<file path="config.mk">
export PLATFORM = sky130hd
export DESIGN_NAME = tdm_demux8
export DESIGN_NICKNAME = d
export VERILOG_FILES = /design/src/rtl/tdm_demux8.sv
export SDC_FILE = /design/constraint.sdc
export NUM_CORES = 1
export LEC_CHECK = 0
export ABC_AREA = 0
export ABC_CLOCK_PERIOD_IN_PS = 1800
export BUFFER_PORTS_ARGS = -buffer_cell sky130_fd_sc_hd__buf_2
export CORE_ASPECT_RATIO = 1.75
export CORE_MARGIN = 3
export CORE_UTILIZATION = 35
export CTS_CLUSTER_DIAMETER = 40
export DETAILED_ROUTE_END_ITERATION = 7
export GPL_ROUTABILITY_DRIVEN = 0
export RECOVER_POWER = 50
export SLEW_MARGIN = 20
export SYNTH_ARGS = -nofsm -noshare
export SYNTH_HDL_FRONTEND = slang
export SYNTH_SLANG_ARGS = --single-unit
</file>
<file path="constraint.sdc">
create_clock -name clk -period 1.8 [get_ports clk]
set_input_delay 0.27 -clock clk [delete_from_list [all_inputs] [get_ports clk]]
set_output_delay 0.27 -clock clk [all_outputs]
set_load 0.02 [all_outputs]
</file>
<file path="src/rtl/tdm_demux8.sv">
// Receive side of an 8:1 TDM lane link: collects slots 0..7 into a parallel word.
// Optional sync-error counter is enabled by defining ERR_COUNT_EN.
module tdm_demux8 #(
  parameter int LANE_W = 1
) (
  input  logic                  clk,
  input  logic                  rst_n,
  input  logic [LANE_W-1:0]     din,
  input  logic                  din_valid,
  input  logic                  frame_sync,
  output logic [8*LANE_W-1:0]   dout,
  output logic                  dout_valid,
  output logic [2:0]            slot,
  output logic                  locked,
  output logic                  sync_err,
  output logic [7:0]            err_cnt
);

  typedef enum logic {
    ST_HUNT   = 1'b0,
    ST_LOCKED = 1'b1
  } state_t;

  state_t                r_state;
  state_t                w_state_next;
  logic [2:0]            r_slot;
  logic [2:0]            w_slot_next;
  logic [LANE_W-1:0]     r_shadow [7];
  logic [8*LANE_W-1:0]   r_dout;
  logic [8*LANE_W-1:0]   w_dout_next;
  logic                  r_dout_valid;
  logic                  w_dout_valid_next;
  logic                  r_sync_err;
  logic                  w_sync_err_next;
  logic                  w_wr_en;
  logic [2:0]            w_wr_slot;
  logic [8*LANE_W-1:0]   w_frame;

  // Slot 7 is never stored: it goes straight from din into the published word.
  assign w_frame[7*LANE_W +: LANE_W] = din;

  for (genvar gi = 0; gi < 7; gi++) begin : g_lane
    assign w_frame[gi*LANE_W +: LANE_W] = r_shadow[gi];

    always_ff @(posedge clk) begin
      if (!rst_n) begin
        r_shadow[gi] <= '0;
      end else if (w_wr_en && (w_wr_slot == 3'(gi))) begin
        r_shadow[gi] <= din;
      end
    end
  end

  always_ff @(posedge clk) begin
    if (!rst_n) begin
      r_state <= ST_HUNT;
    end else begin
      r_state <= w_state_next;
    end
  end

  always_comb begin
    w_state_next      = r_state;
    w_slot_next       = r_slot;
    w_dout_next       = r_dout;
    w_dout_valid_next = 1'b0;
    w_sync_err_next   = 1'b0;
    w_wr_en           = 1'b0;
    w_wr_slot         = r_slot;
    if (din_valid) begin
      case (r_state)
        ST_HUNT: begin
          if (frame_sync) begin
            w_wr_en      = 1'b1;
            w_wr_slot    = 3'd0;
            w_slot_next  = 3'd1;
            w_state_next = ST_LOCKED;
          end
        end
        ST_LOCKED: begin
          if (frame_sync && (r_slot != 3'd0)) begin
            // Misplaced sync: drop the partial frame and restart at slot 0.
            w_sync_err_next = 1'b1;
            w_wr_en         = 1'b1;
            w_wr_slot       = 3'd0;
            w_slot_next     = 3'd1;
          end else if (r_slot == 3'd7) begin
            w_dout_next       = w_frame;
            w_dout_valid_next = 1'b1;
            w_slot_next       = 3'd0;
          end else begin
            w_wr_en     = 1'b1;
            w_slot_next = r_slot + 3'd1;
          end
        end
        default: w_state_next = ST_HUNT;
      endcase
    end
  end

  always_ff @(posedge clk) begin
    if (!rst_n) begin
      r_slot       <= 3'd0;
      r_dout       <= '0;
      r_dout_valid <= 1'b0;
      r_sync_err   <= 1'b0;
    end else begin
      r_slot       <= w_slot_next;
      r_dout       <= w_dout_next;
      r_dout_valid <= w_dout_valid_next;
      r_sync_err   <= w_sync_err_next;
    end
  end

`ifdef ERR_COUNT_EN
  logic [7:0] r_err_cnt;

  always_ff @(posedge clk) begin
    if (!rst_n) begin
      r_err_cnt <= 8'h00;
    end else if (w_sync_err_next && (r_err_cnt != 8'hFF)) begin
      r_err_cnt <= r_err_cnt + 8'd1;
    end
  end

  assign err_cnt = r_err_cnt;
`else
  assign err_cnt = 8'h00;
`endif

  assign dout       = r_dout;
  assign dout_valid = r_dout_valid;
  assign slot       = r_slot;
  assign locked     = (r_state == ST_LOCKED);
  assign sync_err   = r_sync_err;

endmodule
</file>
==> results of run 1 <==
worst reg2reg max path: stages, from the launching register on:
cell and delay [ns]:
dfxtp_1 0.37, ha_1 0.22, ha_1 0.23, nand4b_1 0.22, nand2b_4 0.19, o31ai_2 0.22
registers in the layout, indices dropped and copies added (netlist names):
signal and count:
locked 1, slot 3, dout 8, dout_valid 1, r_shadow 7, sync_err 1
worst paths after layout:
check / from / end / depth (start not counted)
hold / removal: din_valid / locked / 3
setup / recovery: slot[1] / r_shadow[5] / 5
hold reg to reg: dout[0] / dout[0] / 2
setup reg to reg: slot[1] / r_shadow[5] / 5
synthesized netlist by cell type:
cell type / count / area, sq um
a31oi_1: 1 / 6.26
o211ai_1: 2 / 15.0
a21oi_1: 2 / 10.0
nand2b_1: 1 / 6.26
dfxtp_1: 15 / 300
nand2_1: 22 / 82.6
nor2b_1: 2 / 12.5
and3_1: 1 / 6.26
and2_1: 1 / 6.26
o31ai_1: 3 / 22.5
ha_1: 3 / 37.5
nor3_1: 5 / 25.0
nor4_2: 1 / 12.5
nor4_1: 1 / 6.26
conb_1: 1 / 3.75
buf_4: 9 / 67.6
a32oi_1: 1 / 8.76
buf_6: 4 / 45.0
nand3b_2: 1 / 11.3
a21boi_0: 2 / 15.0
o21ai_0: 3 / 15.0
a31o_2: 1 / 8.76
a21boi_2: 1 / 11.3
o31ai_2: 1 / 12.5
and2_2: 1 / 7.51
o311a_1: 1 / 10.0
mux2i_1: 9 / 90.1
edfxtp_1: 6 / 180
or2_2: 1 / 6.26
nand4b_1: 1 / 8.76
buf_2: 1 / 5.00
o211a_1: 1 / 10.0
and2b_2: 2 / 17.5
nor2_1: 2 / 7.51
inv_1: 3 / 11.3
final cells by class:
type | count | area (sq um)
Inverter | 3 | 11.3
Fill cell | 307 | 1750
Multi-Input combinational cell | 81 | 536
Sequential cell | 21 | 480
Timing Repair Buffer | 20 | 88.8
Clock buffer | 4 | 45.0
Tap cell | 42 | 52.6
per-layer routing:
metal  vias up  global-route usage  wire length [um]
li1        408                   -                 -
met1       389               0.115               844
met2        31               0.217              1180
met3         6              0.0241               125
met4         0              0.0627                47
met5         -                   0                 0
kinds of logic (layout without fill, tap and decap cells):
logic type,Yosys count,after routing
multiplexers,9,9
other,1,8
AND/OR/NAND/NOR,42,42
adder cells (fa/ha/maj),3,3
flip-flops,21,21
buffers and inverters,17,27
AO/OA/AOI/OAI,19,19
report_power, final:
group          switching [uW]  total (uW)  internal [uW]
sequential               8.01         503            495
combinational            76.0         107           30.7
clock                     146         303            157
stage by stage:
stage / setup WS [ns] / total power, uW / area [sq um] / TNS [ns]
global placement: 0.124 / 613 / 1170 / 0
global route: -0.0154 / 953 / 1210 / -0.0284
detailed placement: 0.0713 / 616 / 1170 / 0
CTS: 0.0674 / 916 / 1210 / 0
finish: 0.0608 / 913 / 1210 / 0
floorplan: 0.0722 / 610 / 1130 / 0
==> metrics.md, run 1 <==
| Metric | Value |
|---|---|
| Outcome | `finished, final reports clean` |
| Cts hold-fix bufs | `0` |
| Max VDD drop | `0.462 mV` |
| Post-synthesis cell count | `112` |
| Most frequent cells in the layout | `22 x nand2_1, 15 x dfxtp_1, 14 x clkbuf_1` |
| Post-layout util | `0.410` |
| Worst-path fanout max | `6` |
| Core region area | `2960 sq um` |
| Clk root buf | `clkbuf_8` |
| Most common cell after layout, fill and taps aside | `nand2_1` |
| Fin crit share | `0.966` |
| Drt drc | `0` |
| Largest net degree at the start of global routing | `28` |
| Placed cell count | `167` |
| Syn avg cell area | `9.84 sq um` |
| Post-synthesis adder-cell area fraction | `0.0341` |
| Type of origin of the critical path | `register` |
| Seq/Total Area, Yosys | `0.436` |
| CTS tree | `done` |
| WL final | `2200 um` |
| Synthesis Warnings | `0` |
| Core Rows | `26` |
| Worst path top cell family by delay | `adder cells` |
| Final setup fails | `0` |
| WS Path Type | `register to register` |
| Synth unique cells | `35` |
| Total CTS buffers | `3` |
| Fmax | `575 MHz` |
| Flops & latches, synth | `21` |
| Area grow syn2layout | `10.1%` |
| Post-DRT Antenna Nets | `0` |
| Main combinational cell family by area after synthesis | `simple AND/OR/NAND/NOR gates` |
| Port Buffers | `18` |
| Final Hold Viols | `0` |
| Crit path DAT | `1.70 ns` |
| Pwr/cell area | `752 nW/um^2` |
| Drt pass-1 iters | `4` |
| Die H | `80.2 um` |
| GRT overflow | `0` |
| Initial antenna violation count | `0` |
| Hold Crit Class | `input pin to register` |
| Die area | `a little under 4000 sq um` |
| Starting Density | `0.372` |
| Reg clk slew, reported paths | `0.07 ns` |
| First-pass GRT wire length | `3480 um` |
| Clk buf depth | `2` |
| Worst Setup End Kind | `register` |
| Placed wire-length estimate | `1530 um` |
| DR iter-0 viols | `15` |
| Slowest stage delay, CP | `~0.37 ns` |
| Final Max Tran Viols | `0` |
| LEAKAGE | `0.000447 uW` |
| Post-CTS Setup Inserts | `0` |
| H-tree Lvls | `1` |
| Synth Area in Compound Gates | `0.132` |
| Clk_lat worst skew | `~0.26 ns` |
| Fraction of layout cells with a size suffix above 1 | `0.163` |
| CTS resizes | `0` |
| Worst hold slack | `a little over 0.4 ns` |
| Routed WL per cell | `12.9 um` |
| Mux cell area share after synthesis | `0.0817` |
| Worst path most repeated cell | `ha_1` |
| Total GRT Usage | `0.114` |
| Sink Count | `21` |
| Vias in the first global route | `796` |
| Worst-path cell chain | `ha_1, ha_1, nand4b_1, nand2b_4, o31ai_2` |
| Final non-filler cell total | `171` |
| Die width | `48.4 um` |
| Diode count | `0` |
| Vias | `834` |
| Vias/cell | `4.88` |
| CP Buf/Inv Count | `0` |
| Post-Synth Simple-Gate Area | `0.196` |
| Syn Std Cell Area | `between 1000 and 1500 sq um` |
| Reg2Reg Setup Slack | `0.06 ns` |
| CP required | `around 1.8 ns` |
| Final nets | `138` |
| Max-cap violations | `0` |
| Clock Skews | `0.00342 ns` |
| Critical Path Slowest Stage Cell | `dfxtp_1` |
| I/O pins | `27` |
| Synth Area in XOR/XNOR | `0` |
| Min Tclk post-route | `1.74 ns` |
(Power assumes the default switching activity.)
==> inputs of run 2 (changes only) <==
--- a/config.mk
+++ b/config.mk
@@ -6,12 +6,13 @@
 export NUM_CORES = 1
 export LEC_CHECK = 0
 export ABC_AREA = 0
-export ABC_CLOCK_PERIOD_IN_PS = 1800
+export ABC_CLOCK_PERIOD_IN_PS = 1900
 export BUFFER_PORTS_ARGS = -buffer_cell sky130_fd_sc_hd__buf_2
 export CORE_ASPECT_RATIO = 1.75
-export CORE_MARGIN = 3
+export CORE_MARGIN = 2
 export CORE_UTILIZATION = 35
 export CTS_CLUSTER_DIAMETER = 40
+export CTS_CLUSTER_SIZE = 16
 export DETAILED_ROUTE_END_ITERATION = 7
 export GPL_ROUTABILITY_DRIVEN = 0
 export RECOVER_POWER = 50
==> constraint.sdc (replaced) <==
create_clock -name clk -period 1.9 [get_ports clk]
set_input_delay 0.285 -clock clk [delete_from_list [all_inputs] [get_ports clk]]
set_output_delay 0.285 -clock clk [all_outputs]
set_load 0.02 [all_outputs]
==> run 2 against run 1 <==
Clock skew increased by 0.0041 ns. Sequential cell count unchanged. Non-clock buffer count decreased by 1. Design area decreased by 1.4%. Routed wire length decreased by 5.2%. Combinational power decreased by 10%. Critical path depth unchanged. Sequential share of layout area increased by 0.58 points. Count of clock-buffer cells in the layout unchanged.
==> metrics.md, run 2 (synthesis gave the netlist of run 1 again) <==
| Metric | Value |
|---|---|
| Routed WL per cell | `12.2 um (-5.2%)` |
| Top Metal Used | `met4` |
| Final instance area | `1200 sq um (-1.4%)` |
| Type of origin of the critical path | `register` |
| Port Buffers | `18 (unchanged)` |
| Drt drc | `0 (unchanged)` |
| Setup TNS | `0 ns (unchanged)` |
| Switching power | `219 uW (-4.5%)` |
| CTS tree | `done` |
| Met3 WL | `84 um (-33%)` |
| WS Path Type | `register to register` |
| Final setup fails | `0 (unchanged)` |
| Core Rows | `27 (+3.8%)` |
| Final Hold Viols | `0 (unchanged)` |
| Most common cell after layout, fill and taps aside | `nand2_1` |
| H-tree Lvls | `1 (unchanged)` |
| Diode count | `0 (unchanged)` |
| Total GRT Usage | `0.121 (+0.00664)` |
| Crit path DAT | `1.74 ns (+0.04 ns)` |
| CP required | `1.87 ns (+0.11 ns)` |
| DR iter-0 viols | `16 (+1)` |
| Starting Density | `0.359 (-0.0138)` |
| WL final | `2080 um (-5.2%)` |
| Met2 wire len | `1130 um (-4.0%)` |
| Reg clk slew, reported paths | `0.08 ns (about the same)` |
| Final Max Tran Viols | `0 (unchanged)` |
| Clk_lat worst skew | `0.26 ns (about the same)` |
| GRT overflow | `0 (unchanged)` |
| Combinational power share | `0.111 (-0.006)` |
| Pwr/cell area | `723 nW/um^2 (-3.9%)` |
| Die H | `78.2 um (-2.5%)` |
| Total CTS buffers | `3 (unchanged)` |
| Vias in the first global route | `804 (+1.0%)` |
| Core region area | `3070 sq um (+3.8%)` |
| Max VDD drop | `0.460 mV (-0.31%)` |
| Vias/cell | `4.80 (-1.6%)` |
| Worst reg2reg startpoint | `slot[1]` |
| Clock Power Share | `0.338 (+0.006)` |
| Max-cap violations | `0 (unchanged)` |
| Outcome | `finished, final reports clean` |
| Fmax | `563 MHz (-2.1%)` |
| Area grow syn2layout | `8.51%` |
| Clk root buf | `clkbuf_8` |
| Initial antenna violation count | `0 (unchanged)` |
| First-pass GRT wire length | `3260 um (-6.2%)` |
| Fraction of layout cells with a size suffix above 1 | `0.133 (-0.0300)` |
| LEAKAGE | `0.000427 uW (-4.4%)` |
| Die width | `46.4 um (-4.1%)` |
| Placed inst area | `1160 sq um (-0.54%)` |
| Fin crit share | `0.935 (-0.0315)` |
| Hold Crit Class | `input pin to register` |
| Clk buf depth | `2 (unchanged)` |
| Critical hold path startpoint | `din_valid` |
| Worst Setup End Kind | `register` |
| Worst hold slack | `0.416 ns (+0.00482 ns)` |
| Clock Skews | `0.00752 ns (+0.00410 ns)` |
| Largest net degree at the start of global routing | `28 (unchanged)` |
| Internal Pwr Total | `645 uW (-5.6%)` |
| RSZ-0062 raised after global routing | `false` |
| I/O pins | `27 (unchanged)` |
| Post-DRT Antenna Nets | `0 (unchanged)` |
| Final nets | `137 (-0.72%)` |
| Vias | `821 (-1.6%)` |
| Min Tclk post-route | `1.78 ns (+0.0367 ns)` |
| Met1 Wirelength | `812 um (-3.8%)` |
| Sequential power share | `0.551 (about the same)` |
| # fillers | `325 (+5.9%)` |
| Placed cell count | `167 (unchanged)` |
| Sink Count | `21 (unchanged)` |
| Final Total Pwr | `864 uW (-5.3%)` |
| Drt pass-1 iters | `4 (unchanged)` |
| Die area | `3630 sq um (-6.5%)` |
| Worst-path fanout max | `6 (unchanged)` |
| Most frequent cells in the layout | `22 x nand2_1, 15 x clkbuf_1, 15 x dfxtp_1` |
| Placed wire-length estimate | `1510 um (-1.2%)` |
| Crit path launch | `slot[1]` |
| Sw frac | `0.254 (+0.00211)` |
| Max FFs per register | `8 (unchanged)` |
| Final non-filler cell total | `171 (unchanged)` |
[run 2: cell count changes in the layout (fill, tap and decap cells not counted)]
cell,before,now
nand2b_1,0,1
clkbuf_1,14,15
buf_2,5,4
nor2b_2,1,0
nor2b_1,1,2
buf_4,2,1
nand2b_4,1,0
[run 2: path summary, 6_finish.rpt]
path	cells past startpoint	slack, ns	endpoint
hold / removal	3	0.42	locked
hold reg to reg	2	0.46	dout[1]
setup reg to reg	5	0.12	r_shadow[5]
setup / recovery	5	0.12	r_shadow[5]
[run 2: power groups by stage]
stage | Combinational [uW] | Sequential [uW] | Clock, uW
final | 96.0 | 476 | 292
after global routing | 106 | 478 | 312
after CTS | 94.6 | 476 | 295
after detailed placement | 94.0 | 487 | 0
after global placement | 91.7 | 486 | 0
after floorplan | 88.4 | 490 | 0
[run 2: what timing repair did]
item	in CTS	in global routing
endpoints found under the setup margin	0	1
resized for setup	0	1
setup buffers	0	0
hold buffers	0	0
[run 2: cell type report]
type / instances / area, sq um / share of cell area
flip-flops and latches: 21 / 480 / 0.402
multi-input cells: 81 / 526 / 0.439
repair buffers: 19 / 80.1 / 0.0669
inverters: 3 / 11.3 / 0.00941
well taps: 43 / 53.8 / 0.0450
clock buffers: 4 / 45.0 / 0.0377
[run 2: per-layer routing]
layer | vias to the layer above | global-route usage
met2 | 22 | 0.210
met3 | 5 | 0.0230
met4 | 0 | 0.0771
li1 | 407 | -
met1 | 387 | 0.122
met5 | - | 0
[run 2: worst max-delay path, cell delays in order (launching register included)]
cell and delay, ns:
dfxtp_1 0.36, ha_1 0.20, ha_1 0.23, nand4b_1 0.21
nand2b_1 0.24, o31ai_2 0.25
[run 2: stage by stage]
step,setup WS (ns),utilization
2_1_floorplan,0.172,-
3_3_place_gp,0.155,0.378
4_1_cts,0.113,0.393
5_1_grt,0.00658,0.389
6_report,0.124,0.389
3_5_place_dp,0.121,0.378
